## config.mk

```make
export PLATFORM = sky130hd
export DESIGN_NAME = note_voice_tracker
export DESIGN_NICKNAME = d
export VERILOG_FILES = /design/src/rtl/note_pkg.sv /design/src/rtl/note_voice_tracker_release_arbiter.sv /design/src/rtl/note_voice_tracker.sv
export SDC_FILE = /design/constraint.sdc
export NUM_CORES = 1
export LEC_CHECK = 0
export BUFFER_PORTS_ARGS = -buffer_cell sky130_fd_sc_hd__clkbuf_2
export CORE_MARGIN = 1.5
export CORE_UTILIZATION = 50
export DETAILED_ROUTE_END_ITERATION = 12
export HOLD_SLACK_MARGIN = 0.12
export MAX_ROUTING_LAYER = met4
export PLACE_DENSITY = 0.82
export SYNTH_ARGS = -nofsm -noshare
export SYNTH_HDL_FRONTEND = slang
export SYNTH_SLANG_ARGS = --single-unit
```

## constraint.sdc

```tcl
create_clock -name clk_in -period 4.9 [get_ports clk_in]
set_input_delay 0.98 -clock clk_in [delete_from_list [all_inputs] [get_ports clk_in]]
set_output_delay 0.98 -clock clk_in [all_outputs]
set_load 0.02 [all_outputs]
```

## src/rtl/note_pkg.sv

```systemverilog
// ----------------------------------------------------------------------------
// note_pkg
// Shared types and default constants for the note voice tracker.
//   note_t        : note code {pitch, octave} at the default note width
//   release_evt_t : one release record {note, final duration, slot} at the
//                   default widths
//   *_DEF         : default parameter values used by note_voice_tracker and
//                   release_arbiter
// ----------------------------------------------------------------------------
package note_pkg;

    localparam int          NOTE_W_DEF  = 8;
    localparam int          DUR_W_DEF   = 32;
    localparam int          VOICES_DEF  = 5;
    localparam int unsigned DUR_MAX_DEF = 159_999_999;
    localparam int          SLOT_W_DEF  = $clog2(VOICES_DEF);

    typedef logic [NOTE_W_DEF-1:0] note_t;

    typedef struct packed {
        note_t                 note;
        logic [DUR_W_DEF-1:0]  dur;
        logic [SLOT_W_DEF-1:0] slot;
    } release_evt_t;

endpackage

```

## src/rtl/note_voice_tracker_release_arbiter.sv

```systemverilog
// ----------------------------------------------------------------------------
// release_arbiter
// Presents the lowest-index pending release record on the event port and
// returns a one-hot pop for the slot whose event completes its handshake.
// Purely combinational; the pending records live in the parent.
// Ports:
//   pend_in       : per-slot pending flags
//   note_in       : per-slot pending notes, slot s at [s*NOTE_W +: NOTE_W]
//   dur_in        : per-slot pending durations, slot s at [s*DUR_W +: DUR_W]
//   evt_ready_in  : consumer accepts the presented event
//   evt_*_out     : presented event (valid, note, duration, slot)
//   pop_out       : one-hot, slot whose event is accepted this cycle
// ----------------------------------------------------------------------------
module release_arbiter
    import note_pkg::*;
#(
    parameter int  VOICES = VOICES_DEF,
    parameter int  NOTE_W = NOTE_W_DEF,
    parameter int  DUR_W  = DUR_W_DEF,
    localparam int SLOT_W = $clog2(VOICES)
) (
    input  logic [VOICES-1:0]        pend_in,
    input  logic [VOICES*NOTE_W-1:0] note_in,
    input  logic [VOICES*DUR_W-1:0]  dur_in,
    input  logic                     evt_ready_in,
    output logic                     evt_valid_out,
    output logic [NOTE_W-1:0]        evt_note_out,
    output logic [DUR_W-1:0]         evt_dur_out,
    output logic [SLOT_W-1:0]        evt_slot_out,
    output logic [VOICES-1:0]        pop_out
);

    logic [VOICES-1:0] sel;

    // Scanning downwards lets the lowest pending slot overwrite any higher one.
    always_comb begin
        sel           = '0;
        evt_valid_out = 1'b0;
        evt_note_out  = '0;
        evt_dur_out   = '0;
        evt_slot_out  = '0;
        for (int s = VOICES - 1; s >= 0; s--) begin
            if (pend_in[s]) begin
                sel           = '0;
                sel[s]        = 1'b1;
                evt_valid_out = 1'b1;
                evt_note_out  = note_in[s*NOTE_W +: NOTE_W];
                evt_dur_out   = dur_in[s*DUR_W +: DUR_W];
                evt_slot_out  = SLOT_W'(s);
            end
        end
    end

    assign pop_out = sel & {VOICES{evt_ready_in}};

endmodule

```

## src/rtl/note_voice_tracker.sv

```systemverilog
// ----------------------------------------------------------------------------
// note_voice_tracker
// Binds each held MIDI note from the per-cycle lane snapshot to a stable voice
// slot, counts how long each slot has been held, and reports every released
// note as (note, final duration, slot) on a valid/ready event port.
// Ports:
//   clk_in, rst_in         : clock, synchronous active-high reset
//   valid_note_in          : snapshot strobe
//   note_on_in, note_in    : per-lane held flag and note code
//   notes_out              : note bound to each slot (0 when free)
//   durations_out          : cycles held per slot (0 when free)
//   active_out             : slot occupied
//   alloc_overflow_out     : one-cycle pulse, a new note found no free slot
//   evt_valid/ready/note/dur/slot : release event handshake
//   evt_drop_out           : one-cycle pulse, an unsent event was overwritten
// Configuration macro:
//   DURATION_SATURATE_EN   : defined -> counters hold at DUR_MAX;
//                            undefined -> counters wrap DUR_MAX -> 0.
// ----------------------------------------------------------------------------
module note_voice_tracker
    import note_pkg::*;
#(
    parameter int          VOICES  = VOICES_DEF,
    parameter int          NOTE_W  = NOTE_W_DEF,
    parameter int          DUR_W   = DUR_W_DEF,
    parameter int unsigned DUR_MAX = DUR_MAX_DEF,
    localparam int         SLOT_W  = $clog2(VOICES)
) (
    input  logic                     clk_in,
    input  logic                     rst_in,
    input  logic                     valid_note_in,
    input  logic [VOICES-1:0]        note_on_in,
    input  logic [VOICES*NOTE_W-1:0] note_in,
    output logic [VOICES*NOTE_W-1:0] notes_out,
    output logic [VOICES*DUR_W-1:0]  durations_out,
    output logic [VOICES-1:0]        active_out,
    output logic                     alloc_overflow_out,
    output logic                     evt_valid_out,
    input  logic                     evt_ready_in,
    output logic [NOTE_W-1:0]        evt_note_out,
    output logic [DUR_W-1:0]         evt_dur_out,
    output logic [SLOT_W-1:0]        evt_slot_out,
    output logic                     evt_drop_out
);

    logic [NOTE_W-1:0] lane_note [VOICES];
    logic [VOICES-1:0] lane_eff;
    logic [VOICES-1:0] lane_new;
    logic [VOICES-1:0] slot_rel;
    logic [VOICES-1:0] pop;

    logic [VOICES-1:0] active_q, active_d;
    logic [VOICES-1:0] pend_q, pend_d;
    logic [NOTE_W-1:0] note_q  [VOICES];
    logic [NOTE_W-1:0] note_d  [VOICES];
    logic [DUR_W-1:0]  dur_q   [VOICES];
    logic [DUR_W-1:0]  dur_d   [VOICES];
    logic [NOTE_W-1:0] pnote_q [VOICES];
    logic [NOTE_W-1:0] pnote_d [VOICES];
    logic [DUR_W-1:0]  pdur_q  [VOICES];
    logic [DUR_W-1:0]  pdur_d  [VOICES];
    logic              overflow_q, overflow_d;
    logic              drop_q, drop_d;

    logic [VOICES*NOTE_W-1:0] pnote_flat;
    logic [VOICES*DUR_W-1:0]  pdur_flat;

    function automatic logic [DUR_W-1:0] dur_step(input logic [DUR_W-1:0] d);
`ifdef DURATION_SATURATE_EN
        return (d == DUR_W'(DUR_MAX)) ? d : d + DUR_W'(1);
`else
        return (d == DUR_W'(DUR_MAX)) ? '0 : d + DUR_W'(1);
`endif
    endfunction

    // Lane side: a lane counts only if no lower held lane carries the same
    // note; it is new if no active slot already holds that note.
    for (genvar i = 0; i < VOICES; i++) begin : g_lane
        logic dup;
        logic bound;
        assign lane_note[i] = note_in[i*NOTE_W +: NOTE_W];
        always_comb begin
            dup   = 1'b0;
            bound = 1'b0;
            for (int j = 0; j < i; j++) begin
                if (note_on_in[j] && (lane_note[j] == lane_note[i])) dup = 1'b1;
            end
            for (int s = 0; s < VOICES; s++) begin
                if (active_q[s] && (note_q[s] == lane_note[i])) bound = 1'b1;
            end
        end
        assign lane_eff[i] = valid_note_in && note_on_in[i] && !dup;
        assign lane_new[i] = lane_eff[i] && !bound;
    end

    // Slot side: an active slot without a matching counted lane is released.
    for (genvar s = 0; s < VOICES; s++) begin : g_slot
        logic kept;
        always_comb begin
            kept = 1'b0;
            for (int i = 0; i < VOICES; i++) begin
                if (lane_eff[i] && (lane_note[i] == note_q[s])) kept = 1'b1;
            end
        end
        assign slot_rel[s] = valid_note_in && active_q[s] && !kept;

        assign notes_out[s*NOTE_W +: NOTE_W]  = note_q[s];
        assign durations_out[s*DUR_W +: DUR_W] = dur_q[s];
        assign pnote_flat[s*NOTE_W +: NOTE_W] = pnote_q[s];
        assign pdur_flat[s*DUR_W +: DUR_W]    = pdur_q[s];
    end

    always_comb begin
        logic [VOICES-1:0] avail;
        logic              placed;
        placed     = 1'b0;
        active_d   = active_q & ~slot_rel;
        overflow_d = 1'b0;
        // An event popped on this edge is gone, so overwriting it is no drop.
        drop_d     = |(slot_rel & pend_q & ~pop);
        pend_d     = slot_rel | (pend_q & ~pop);
        for (int s = 0; s < VOICES; s++) begin
            note_d[s]  = slot_rel[s] ? '0 : note_q[s];
            dur_d[s]   = (active_q[s] && !slot_rel[s]) ? dur_step(dur_q[s]) : '0;
            pnote_d[s] = slot_rel[s] ? note_q[s] : pnote_q[s];
            pdur_d[s]  = slot_rel[s] ? dur_q[s]  : pdur_q[s];
        end
        // Slots freed by this snapshot are already counted as available.
        avail = ~active_d;
        for (int i = 0; i < VOICES; i++) begin
            if (lane_new[i]) begin
                placed = 1'b0;
                for (int s = 0; s < VOICES; s++) begin
                    if (!placed && avail[s]) begin
                        placed      = 1'b1;
                        avail[s]    = 1'b0;
                        active_d[s] = 1'b1;
                        note_d[s]   = lane_note[i];
                        dur_d[s]    = '0;
                    end
                end
                if (!placed) overflow_d = 1'b1;
            end
        end
    end

    always_ff @(posedge clk_in) begin
        if (rst_in) begin
            active_q   <= '0;
            pend_q     <= '0;
            overflow_q <= 1'b0;
            drop_q     <= 1'b0;
            for (int s = 0; s < VOICES; s++) begin
                note_q[s]  <= '0;
                dur_q[s]   <= '0;
                pnote_q[s] <= '0;
                pdur_q[s]  <= '0;
            end
        end else begin
            active_q   <= active_d;
            pend_q     <= pend_d;
            overflow_q <= overflow_d;
            drop_q     <= drop_d;
            note_q     <= note_d;
            dur_q      <= dur_d;
            pnote_q    <= pnote_d;
            pdur_q     <= pdur_d;
        end
    end

    release_arbiter #(
        .VOICES (VOICES),
        .NOTE_W (NOTE_W),
        .DUR_W  (DUR_W)
    ) u_arb (
        .pend_in       (pend_q),
        .note_in       (pnote_flat),
        .dur_in        (pdur_flat),
        .evt_ready_in  (evt_ready_in),
        .evt_valid_out (evt_valid_out),
        .evt_note_out  (evt_note_out),
        .evt_dur_out   (evt_dur_out),
        .evt_slot_out  (evt_slot_out),
        .pop_out       (pop)
    );

    assign active_out         = active_q;
    assign alloc_overflow_out = overflow_q;
    assign evt_drop_out       = drop_q;

endmodule

```

# --- After elaboration in Yosys (flattened, before gate mapping) ---
# Cells that the tools add are included.
word_totals:
  register_bits: 412
  in_bits: 49
  out_inout_bits: 251
  word_cells: 522
op_classes:
  n_addsub: 5
  eq_ne: 65
  n_mux: 270
  n_bitwise: 9
  reduce_logical: 149
op_table:
  columns: ["operator", "count"]
  rows:
  - ["$mux W32", 40]
  - ["$mux W160", 5]
  - ["$eq A8 B8 Y1", 60]
  - ["$mux W8", 35]
  - ["$mux W40", 5]
  - ["$mux W1", 166]
  - ["$add A32 B1 Y32 const B", 5]
  - ["$eq A32 B28 Y1 const B", 5]
  - ["$logic_and A1 B1 Y1", 109]
  - ["$mux W5", 14]
  - ["$logic_not A1 Y1", 39]
  - ["$and A5 B5 Y5", 5]
  - ["$mux W3", 5]
  - ["$not A5 Y5", 3]
  - ["$or A5 B5 Y5", 1]
  - ["$reduce_or A5 Y1", 1]

# --- Longest topological paths before layout ---
# Gate-level depths: netlist (run 1).
logic_depth:
  ltp_word: 107
  ltp_mapped: 18
  mapped_depth_nobuf: 13

# --- Cells and area by module ---
# From an unflattened synthesis (run 1), not the netlist that was laid out.
hier_totals:
  cells_unflattened: 2799
  area_unflattened_um2: 23895.4
modules_own_cells:
  columns: ["mod", "n_inst", "cells_each", "area_per_inst_um2", "seq_area_each_um2"]
  rows:
  - ["note_voice_tracker", 1, 2594, 22462.8, 8247.9]
  - ["release_arbiter", 1, 205, 1432.6, 0.0]

# --- Worst setup path before layout (run 1) ---
# Ideal clock, no wire load.
synth_timing:
  kind: "input port to flip-flop"
  startpoint: "input port note_in[37]"
  endpoint: "register note_q (netlist bit notes_out[39])"
  setup_time_ns: 0.122
  arrival_time_ns: 4.161
  t_required_ns: 4.778
  slack_ns: 0.618
  stages: 14
  path_buffers: 2
  path_cell_list: "buf_2 > buf_1 > xnor2_1 > nand4_1 > or3_1 > nor3_2 > o22ai_2 > a32oi_4 > nand2_1 > a21o_1 > maj3_2 > nor3_2 > nor2_2 > a221o_1"
synth_via:
  elab_chain_cells: 45
  word_cells_on_any_way: 170
  classes_between: "eq/ne: 14; mux: 85; bitwise: 3; reduce/logical: 68"
synth_rtl:
  columns: ["item", "line_no", "rtl"]
  rows:
  - ["start: declaration", "note_voice_tracker.sv:33", "input logic [VOICES*NOTE_W-1:0] note_in,"]
  - ["$eq A8 B8 Y1", "note_voice_tracker.sv:86", "if (note_on_in[j] && (lane_note[j] == lane_note[i])) dup = 1'b1;"]
  - ["$logic_and A1 B1 Y1", "note_voice_tracker.sv:86", null]
  - ["$mux W1 (4 in a row)", "note_voice_tracker.sv:86", null]
  - ["$logic_not A1 Y1", "note_voice_tracker.sv:92", "assign lane_eff[i] = valid_note_in && note_on_in[i] && !dup;"]
  - ["$logic_and A1 B1 Y1", "note_voice_tracker.sv:92", null]
  - ["$logic_and A1 B1 Y1", "note_voice_tracker.sv:102", "if (lane_eff[i] && (lane_note[i] == note_q[s])) kept = 1'b1;"]
  - ["$mux W1", "note_voice_tracker.sv:102", null]
  - ["$logic_not A1 Y1", "note_voice_tracker.sv:105", "assign slot_rel[s] = valid_note_in && active_q[s] && !kept;"]
  - ["[26 not listed]", null, null]
  - ["$mux W1, or another cell as far along", "note_voice_tracker.sv:131", "if (lane_new[i]) begin"]
  - ["$logic_not A1 Y1, or another cell as far along", "note_voice_tracker.sv:134", "if (!placed && avail[s]) begin"]
  - ["$logic_and A1 B1 Y1 or $mux W1 (tied branches)", "note_voice_tracker.sv:134", null]
  - ["$mux W1 (on tied branches)", "note_voice_tracker.sv:134, note_voice_tracker.sv:131", null]
  - ["$mux W5 or $logic_not A1 Y1 (tied branches)", "note_voice_tracker.sv:131, note_voice_tracker.sv:134", null]
  - ["$logic_and A1 B1 Y1", "note_voice_tracker.sv:134", null]
  - ["$mux W8", "note_voice_tracker.sv:134", null]
  - ["$mux W40 *", "note_voice_tracker.sv:131", null]
  - ["end signal: assignment", "note_voice_tracker.sv:164", "note_q <= note_d;"]
  - ["end: declaration", "note_voice_tracker.sv:54", "logic [NOTE_W-1:0] note_q [VOICES];"]
# Mark *: on every way between the ends. The rest lies on a longest branch, timed or not. The select of a mux whose other input is x is not followed.
# A chain may end at the register's enable or synchronous reset.

# --- Worst setup path after layout (run 1) ---
layout_timing:
  startpoint: "input port note_in[16]"
  endpoint: "register note_q (netlist bit notes_out[34])"
layout_via:
  elab_chain_cells: 45
  word_cells_on_any_way: 197
  classes_between: "eq/ne: 14; mux: 96; bitwise: 3; reduce/logical: 84"
layout_rtl:
  columns: ["item", "line_no"]
  rows:
  - ["$eq A8 B8 Y1", "note_voice_tracker.sv:86"]
  - ["$logic_and A1 B1 Y1", "note_voice_tracker.sv:86"]
  - ["$mux W1 (2 in a row)", "note_voice_tracker.sv:86"]
  - ["$logic_not A1 Y1", "note_voice_tracker.sv:92"]
  - ["$logic_and A1 B1 Y1", "note_voice_tracker.sv:92"]
  - ["$logic_and A1 B1 Y1", "note_voice_tracker.sv:102"]
  - ["$mux W1 (3 in a row)", "note_voice_tracker.sv:102"]
  - ["$logic_not A1 Y1", "note_voice_tracker.sv:105"]
  - ["[26 not listed]", null]
  - ["$mux W1, or another cell as far along", "note_voice_tracker.sv:131"]
  - ["$logic_not A1 Y1, or another cell as far along", "note_voice_tracker.sv:134"]
  - ["$logic_and A1 B1 Y1 or $mux W1 (tied branches)", "note_voice_tracker.sv:134"]
  - ["$mux W1 (on tied branches)", "note_voice_tracker.sv:134, note_voice_tracker.sv:131"]
  - ["$mux W5 or $logic_not A1 Y1 (tied branches)", "note_voice_tracker.sv:131, note_voice_tracker.sv:134"]
  - ["$logic_and A1 B1 Y1", "note_voice_tracker.sv:134"]
  - ["$mux W8", "note_voice_tracker.sv:134"]
  - ["$mux W40 *", "note_voice_tracker.sv:131"]
# Marked as above.

==> reports/qor.yml, run 1 <==
critical_path:
  cp-end-kind: "flip-flop"
  r2r_end: "notes_out[34]"
  crit_chain: "clkbuf_2 > xor2_1 > nor3_1 > nand4_1 > nand4_1 > or2_1 > o22a_1 > buf_12 > or3_1 > xnor2_1 > or3_1 > buf_4 > mux2i_1 > o21ai_0 > a221o_1"
  worstSetupEndpoint: "notes_out[34]"
  critPathSlowestCell: "or2_1"
  r2r_cells: 14
  cp.arrival_ps: 4750
  cp_max_fo: 13
  cp-start-kind: "input pin"
  crit_type: "in -> reg"
  startpoint: "note_in[16]"
  critPathRequiredTime_ps: 5370
  rrSetupSlack_ps: 770
  r2r_start: "notes_out[16]"
  max_stage_delay_ps: 460
clocking:
  cts_buffers: 43
  tritoncts: "done"
  clockBufferDepth: 3
  post_cts_buffers: 0
  clk_latency_ps: 600
  cts.hold.buffers_added: 0
  root_buffer: "clkbuf_16"
  cts.sinks: 412
  htreeDepth: 2
  clkTransAtPathRegs_ps: 60
  cts_resized: 0
sta:
  period_minus_slack_ps: 4270
  timing.setup.tns_ps: 0
  fmax_ghz: 0.234
  setup_viol: 0
  finalHoldViolCount: 0
  fin_worst_skew_ps: 33.1
  period_share: 0.872
  rsz0062_at_grt: "false"
  slew-limit-headroom: 0.327
  finalMaxSlewViolations: 0
  setup_slack_ps: 625
  tightest_slew_ps: 1010
global_routing:
  grt_pass1_wl_um: 129000
  grt_use_total: 0.357
  gr-total-overflow: 0
  antenna_found_initial: 1
  grt_max_degree: 81
  grt_pass1_vias: 21500
finish:
  finalNonFillerCells: 3857
  drive_gt1_frac: 0.194
  syn2layout_area_growth_pct: 18.7
  fillerInstances: 3992
  nets: 3271
  design_area_um2: 27900
logic_synthesis:
  synth_warnings: 0
  synth.most_common_cell: "nor2_1"
  synth_top_flop_cell: "dfxtp_1"
  syn_inst: 2909
  synth.area.top_cells: "dfxtp_1 35%, mux2i_1 8.6%, xor2_1 8.3%, nor2_1 7.8%, xnor2_1 7.4%"
  ys_ff_latch: 412
  netlist.area_leader.share: 0.351
  syn_area_um2: 23500
  yosysSeqAreaShare: 0.351
  yosys-top-cells-count: "487 x nor2_1, 412 x dfxtp_1, 272 x nand2_1"
  synth_top_cell_by_area: "dfxtp_1"
  synth_edf_count: 0
  synth.distinct_cells: 88
  syn_nets: 2963
  synthArstFlopShare: 0
  syn_avg_cell_area_um2: 8.09
detailed_routing:
  drt-pass1-iter-count: 6
  post_drt_wl_per_cell_um: 22.3
  vias_per_cell: 6.02
  vias: 23200
  drt_iter0_markers: 2969
  finalWirelength_um: 85900
  ant_nets: 0
  drc: 0
power_and_ir_drop:
  leakage_nw: 12.2
  pwr-share-clk: 0.410
  power_mw: 8.36
  ir_drop_mv: 0.263
  pwr-share-comb: 0.168
  pwr-share-seq: 0.421
  power.density_nw_per_um2: 300
  switching_share: 0.291
  p_sw_mw: 2.43
  intPower_mw: 5.93
min_path:
  hold_class: "reg -> reg"
placement:
  place_ws_ps: 175
  dp_cells: 3779
  dpl_cell_area_um2: 26400
  place_hpwl_um: 63000
  port_buffers: 299
  place_congestion: 1.11
floorplan:
  die_w_um: 220
  rows: 79
  io_pins: 300
  coreArea_um2: 46500
  die-height_um: 220
  die_area_um2: 48300
  initial_core_util: 0.506
job:
  drv_cap: 0
status:
  outcome: "finished clean"
## layout make-up
| class | count | area [um2] | area share |
|---|---|---|---|
| Sequential cell | 412 | 8250 | 0.296 |
| Clock inverter | 18 | 245 | 0.00879 |
| Clock buffer | 59 | 1220 | 0.0436 |
| Timing Repair Buffer | 513 | 3250 | 0.116 |
| Tap cell | 607 | 759 | 0.0272 |
| Multi-Input combinational cell | 2207 | 14000 | 0.503 |
| Inverter | 40 | 150 | 0.00538 |
| Antenna cell | 1 | 2.50 | 0.0000897 |
## critical path: cells and delay by family
kind                   cells  cell delay, ps
buffers and inverters      3             740
multiplexers               1             250
AND/OR/NAND/NOR            6            1710
AO/OA/AOI/OAI              3             720
XOR/XNOR                   2             330
## through the flow
step | utilization | hold WS [ps]
after CTS | 0.601 | 451
after detailed placement | 0.569 | 442
after floorplan | - | 432
final | 0.601 | 451
after global placement | 0.569 | 438
after global routing | 0.601 | 465
## power by group through the flow
stage	combinational, mW	sequential (mW)	clock [mW]
after floorplan	0.898	3.55	0
after global placement	1.35	3.59	0
after detailed placement	1.36	3.59	0
after CTS	1.37	3.52	3.44
after global routing	1.48	3.52	3.57
final	1.41	3.52	3.43
## worst min-delay path by stage
stage,start,end,depth (start not counted)
floorplan,pdur_flat[100],pdur_flat[100],2
global placement,pdur_flat[100],pdur_flat[100],2
detailed placement,pdur_flat[99],pdur_flat[99],2
CTS,pdur_flat[99],pdur_flat[99],2
global route,pnote_flat[28],pnote_flat[28],2
finish,pnote_flat[27],pnote_flat[27],2
## kinds of logic (layout without fill, tap and decap cells)
logic type / after synthesis / after routing / share of synthesized area
other cells: 0 / 1 / 0
buf+inv: 290 / 630 / 0.0539
mux: 203 / 203 / 0.0865
flops: 412 / 412 / 0.351
fa+ha+maj: 9 / 9 / 0.00452
simple gates: 1174 / 1174 / 0.233
compound gates: 399 / 399 / 0.115
xor+xnor: 422 / 422 / 0.157
## state kept, by name, indices dropped and copies added (netlist names)
register,flops
pdur_flat,160
durations_out,160
evt_drop_out,1
pend_q,5
alloc_overflow_out,1
pnote_flat,40
active_out,5
notes_out,40
## per-layer routing
| layer | GRT usage | part of all wire |
|---|---|---|
| met1 | 0.446 | 0.39 |
| met4 | 0.193 | 0.063 |
| met2 | 0.543 | 0.45 |
| met5 | - | 0 |
| met3 | 0.0687 | 0.097 |
## layout by cell type, fill, tap and decap left out, types with 10 or more instances in the layout
cell and count:
clkbuf_16 43, dfxtp_1 410, o31ai_1 12, inv_1 39, a21oi_1 123, and3_1 86, mux2i_1 201, o21ai_0 79
nor3_1 31, buf_12 11, a31oi_1 31, nand4_1 56, xor2_1 223, a221oi_1 42, or3_1 21, nor2_1 487
xnor2_1 199, nand3b_1 16, nand3_1 80, o22ai_1 12, a211oi_1 12, buf_4 203, nor4b_1 10, and2_1 14
a211o_1 18, nand2_1 271, nor4_1 48, clkbuf_2 298
Note: power is estimated with default switching activity, not from simulation.
==> inputs of run 2 (changes only) <==
--- a/config.mk
+++ b/config.mk
@@ -14,4 +14,5 @@
 export PLACE_DENSITY = 0.82
 export SYNTH_ARGS = -nofsm -noshare
 export SYNTH_HDL_FRONTEND = slang
+export SYNTH_HIERARCHICAL = 1
 export SYNTH_SLANG_ARGS = --single-unit
==> reports/qor.yml, run 2 <==
critical_path:
  max_stage_delay_ps: 470  # was 460 ps
  cp-start-kind: "input pin"  # unchanged
  r2r_start: "notes_out[6]"  # was notes_out[16]
  r2r_cells: 14  # unchanged
  startpoint: "note_in[12]"  # was note_in[16]
  cp.arrival_ps: 4900  # was 4750 ps
  cpMostUsedCell: "buf_4"
  cp-end-kind: "flip-flop"  # unchanged
  crit_chain: "clkbuf_2 > buf_12 > xnor2_1 > nand4_1 > nor4_1 > nor3_1 > a32oi_1 > nand2_1 > buf_4 > o31a_1 > o21a_1 > o21ai_0 > nor3b_2 > buf_4 > a22oi_1 > a221oi_2"  # was clkbuf_2 > xor2_1 > nor3_1 > nand4_1 > nand4_1 > or2_1 > o22a_1 > buf_12 > or3_1 > xnor2_1 > or3_1 > buf_4 > mux2i_1 > o21ai_0 > a221o_1
  critPathRequiredTime_ps: 5380  # was 5370 ps
  critPathSlowestCell: "o21ai_0"  # was or2_1
  crit_type: "in -> reg"  # unchanged
  cp_max_fo: 9  # was 13
logic_synthesis:
  syn_nets: 2853  # was 2963
  yosysSeqAreaShare: 0.345  # was 0.351
  netlist.area_leader.share: 0.345  # was 0.351
  synth_top_cell_by_area: "dfxtp_1"  # unchanged
  synth.most_common_cell: "nor2_1"  # unchanged
  ys_ff_latch: 412  # unchanged
  synth_warnings: 6  # was 0
  syn_avg_cell_area_um2: 8.54  # was 8.09 um2
  synth_top_flop_cell: "dfxtp_1"  # unchanged
  syn_inst: 2799  # was 2909
  synth.distinct_cells: 87  # was 88
  synth_edf_count: 0  # unchanged
  yosys-top-cells-count: "476 x nor2_1, 412 x dfxtp_1, 277 x xnor2_1"  # was 487 x nor2_1, 412 x dfxtp_1, 272 x nand2_1
  syn_area_um2: 23900  # was 23500 um2
  synth.area.top_cells: "dfxtp_1 35%, xnor2_1 10%, mux2i_1 10%, nor2_1 7.5%, xor2_1 5.4%"  # was dfxtp_1 35%, mux2i_1 8.6%, xor2_1 8.3%, nor2_1 7.8%, xnor2_1 7.4%
  synthArstFlopShare: 0  # unchanged
min_path:
  holdPathStages: 2  # unchanged
  hp-start: "pdur_flat[94]"  # was pnote_flat[27]
  hold_class: "reg -> reg"  # unchanged
global_routing:
  grt_pass1_wl_um: 138000  # was 129000 um
  grt.busiest_layer: "met2"  # unchanged
  gr-total-overflow: 0  # unchanged
  grt_use_met1: 0.463  # was 0.446
  met3_usage: 0.0799  # was 0.0687
  grt_max_degree: 94  # was 81
  gr-usage-met2: 0.573  # was 0.543
  grt_use_total: 0.377  # was 0.357
  grt_pass1_vias: 21800  # was 21500
  antenna_found_initial: 4  # was 1
detailed_routing:
  vias: 23600  # was 23200
  drt_iter0_markers: 2898  # was 2969
  drc: 0  # unchanged
  finalWirelength_um: 93900  # was 85900 um
  vias_per_cell: 6.26  # was 6.02
  drt-pass1-iter-count: 6  # unchanged
  ant_nets: 0  # unchanged
  post_drt_wl_per_cell_um: 24.9  # was 22.3 um
power_and_ir_drop:
  leakage_nw: 12.0  # was 12.2 nW
  power.density_nw_per_um2: 295  # was 300 nW/um2
  power_mw: 8.33  # was 8.36 mW
  ir_drop_mv: 0.322  # was 0.263 mV
placement:
  dpl_cell_area_um2: 26800  # was 26400 um2
  place_ws_ps: 47.6  # was 175 ps
  port_buffers: 299  # unchanged
  place_congestion: 1.14  # was 1.11
  place_hpwl_um: 69800  # was 63000 um
clocking:
  cts.hold.buffers_added: 0  # unchanged
  root_buffer: "clkbuf_16"  # unchanged
  cts_resized: 0  # unchanged
  cts_buffers: 41  # was 43
  clkTransAtPathRegs_ps: 60  # about the same
  clockBufferDepth: 3  # unchanged
  htreeDepth: 2  # unchanged
  cts.sinks: 412  # unchanged
  post_cts_buffers: 0  # unchanged
  tritoncts: "done"  # unchanged
  clk_latency_ps: 570  # was 600 ps
finish:
  nets: 3186  # was 3271
  drive_gt1_frac: 0.215  # was 0.194
  fillerInstances: 4063  # was 3992
  fin_util: 0.603  # was 0.601
  mostFrequentLayoutCells: "476 x nor2_1, 410 x dfxtp_1, 298 x clkbuf_2, 277 x xnor2_1, 239 x mux2i_1"  # was 487 x nor2_1, 410 x dfxtp_1, 298 x clkbuf_2, 271 x nand2_1, 223 x xor2_1
  syn2layout_area_growth_pct: 18.2  # was 18.7%
  design_area_um2: 28200  # was 27900 um2
  layout_commonest_cell: "nor2_1"  # unchanged
status:
  outcome: "finished clean"  # unchanged
sta:
  finalMaxSlewViolations: 0  # unchanged
  setup_slack_ps: 472  # was 625 ps
  fmax_ghz: 0.226  # was 0.234 GHz
  rsz0062_at_grt: "false"  # unchanged
  tightest_slew_ps: 1220  # was 1010 ps
  setup_viol: 0  # unchanged
  finalHoldViolCount: 0  # unchanged
  timing.setup.tns_ps: 0  # unchanged
  slew-limit-headroom: 0.185  # was 0.327
  fin_worst_skew_ps: 31.7  # was 33.1 ps
  period_minus_slack_ps: 4430  # was 4270 ps
  period_share: 0.904  # was 0.872
floorplan:
  io_pins: 300  # unchanged
  initial_core_util: 0.510  # was 0.506
  die-height_um: 222  # was 220 um
  die_area_um2: 49100  # was 48300 um2
  rows: 79  # unchanged
  coreArea_um2: 46900  # was 46500 um2
  die_w_um: 222  # was 220 um
job:
  drv_cap: 0  # unchanged
## run 2: cell types whose count changed after synthesis, moves of 32 or more
cell and delta:
xnor2_1 +78, a221oi_1 -32, xor2_1 -76, a22oi_1 +84
mux2i_1 +38, a21oi_1 -67, o21ai_0 -49, buf_4 +34
clkbuf_1 -37, nand2_1 -110, inv_1 +39
## run 2: power breakdown
group / switching [mW] / internal (mW)
clock network: 1.41 / 1.86
logic: 0.888 / 0.605
registers: 0.175 / 3.40
## run 2: critical path: cells and delay by family
kind,cells,cell delay [ps]
buffers and inverters,4,810
AND/OR/NAND/NOR,5,1290
AO/OA/AOI/OAI,6,1660
XOR/XNOR,1,160
## run 2: cell families after synthesis
group | share of synthesized area
fa+ha+maj | 0.00351
simple gates | 0.201
buf+inv | 0.0664
mux | 0.111
xor+xnor | 0.156
flops | 0.345
compound gates | 0.116
## run 2: worst paths after layout
kind                            slack [ps]             to
worst min register to register         490  pdur_flat[94]
worst max-delay path                   470  notes_out[39]
worst max register to register         530  notes_out[30]
worst min-delay path                   490  pdur_flat[94]
## run 2: per-stage QoR
| step | hold slack, ps | instances |
|---|---|---|
| floorplan | 455 | 2799 |
| global placement | 466 | 3696 |
| detailed placement | 477 | 3696 |
| CTS | 491 | 3770 |
| global route | 517 | 3774 |
| finish | 494 | 3776 |
## run 2: per-layer routing
layer | vias up | share of wire
met1 | 11300 | 0.38
met5 | - | 0
met2 | 1634 | 0.44
met4 | 0 | 0.068
li1 | 10300 | -
met3 | 400 | 0.11
## run 2: final cells by class
type	instances	area [um2]	area share
multi-input cells	2067	14100	0.500
flip-flops and latches	412	8250	0.292
repair buffers	531	3420	0.121
clock buffers	61	1230	0.0436
well taps	607	759	0.0269
inverters	79	297	0.0105
clock inverters	13	150	0.00532
diodes	6	15.0	0.000532
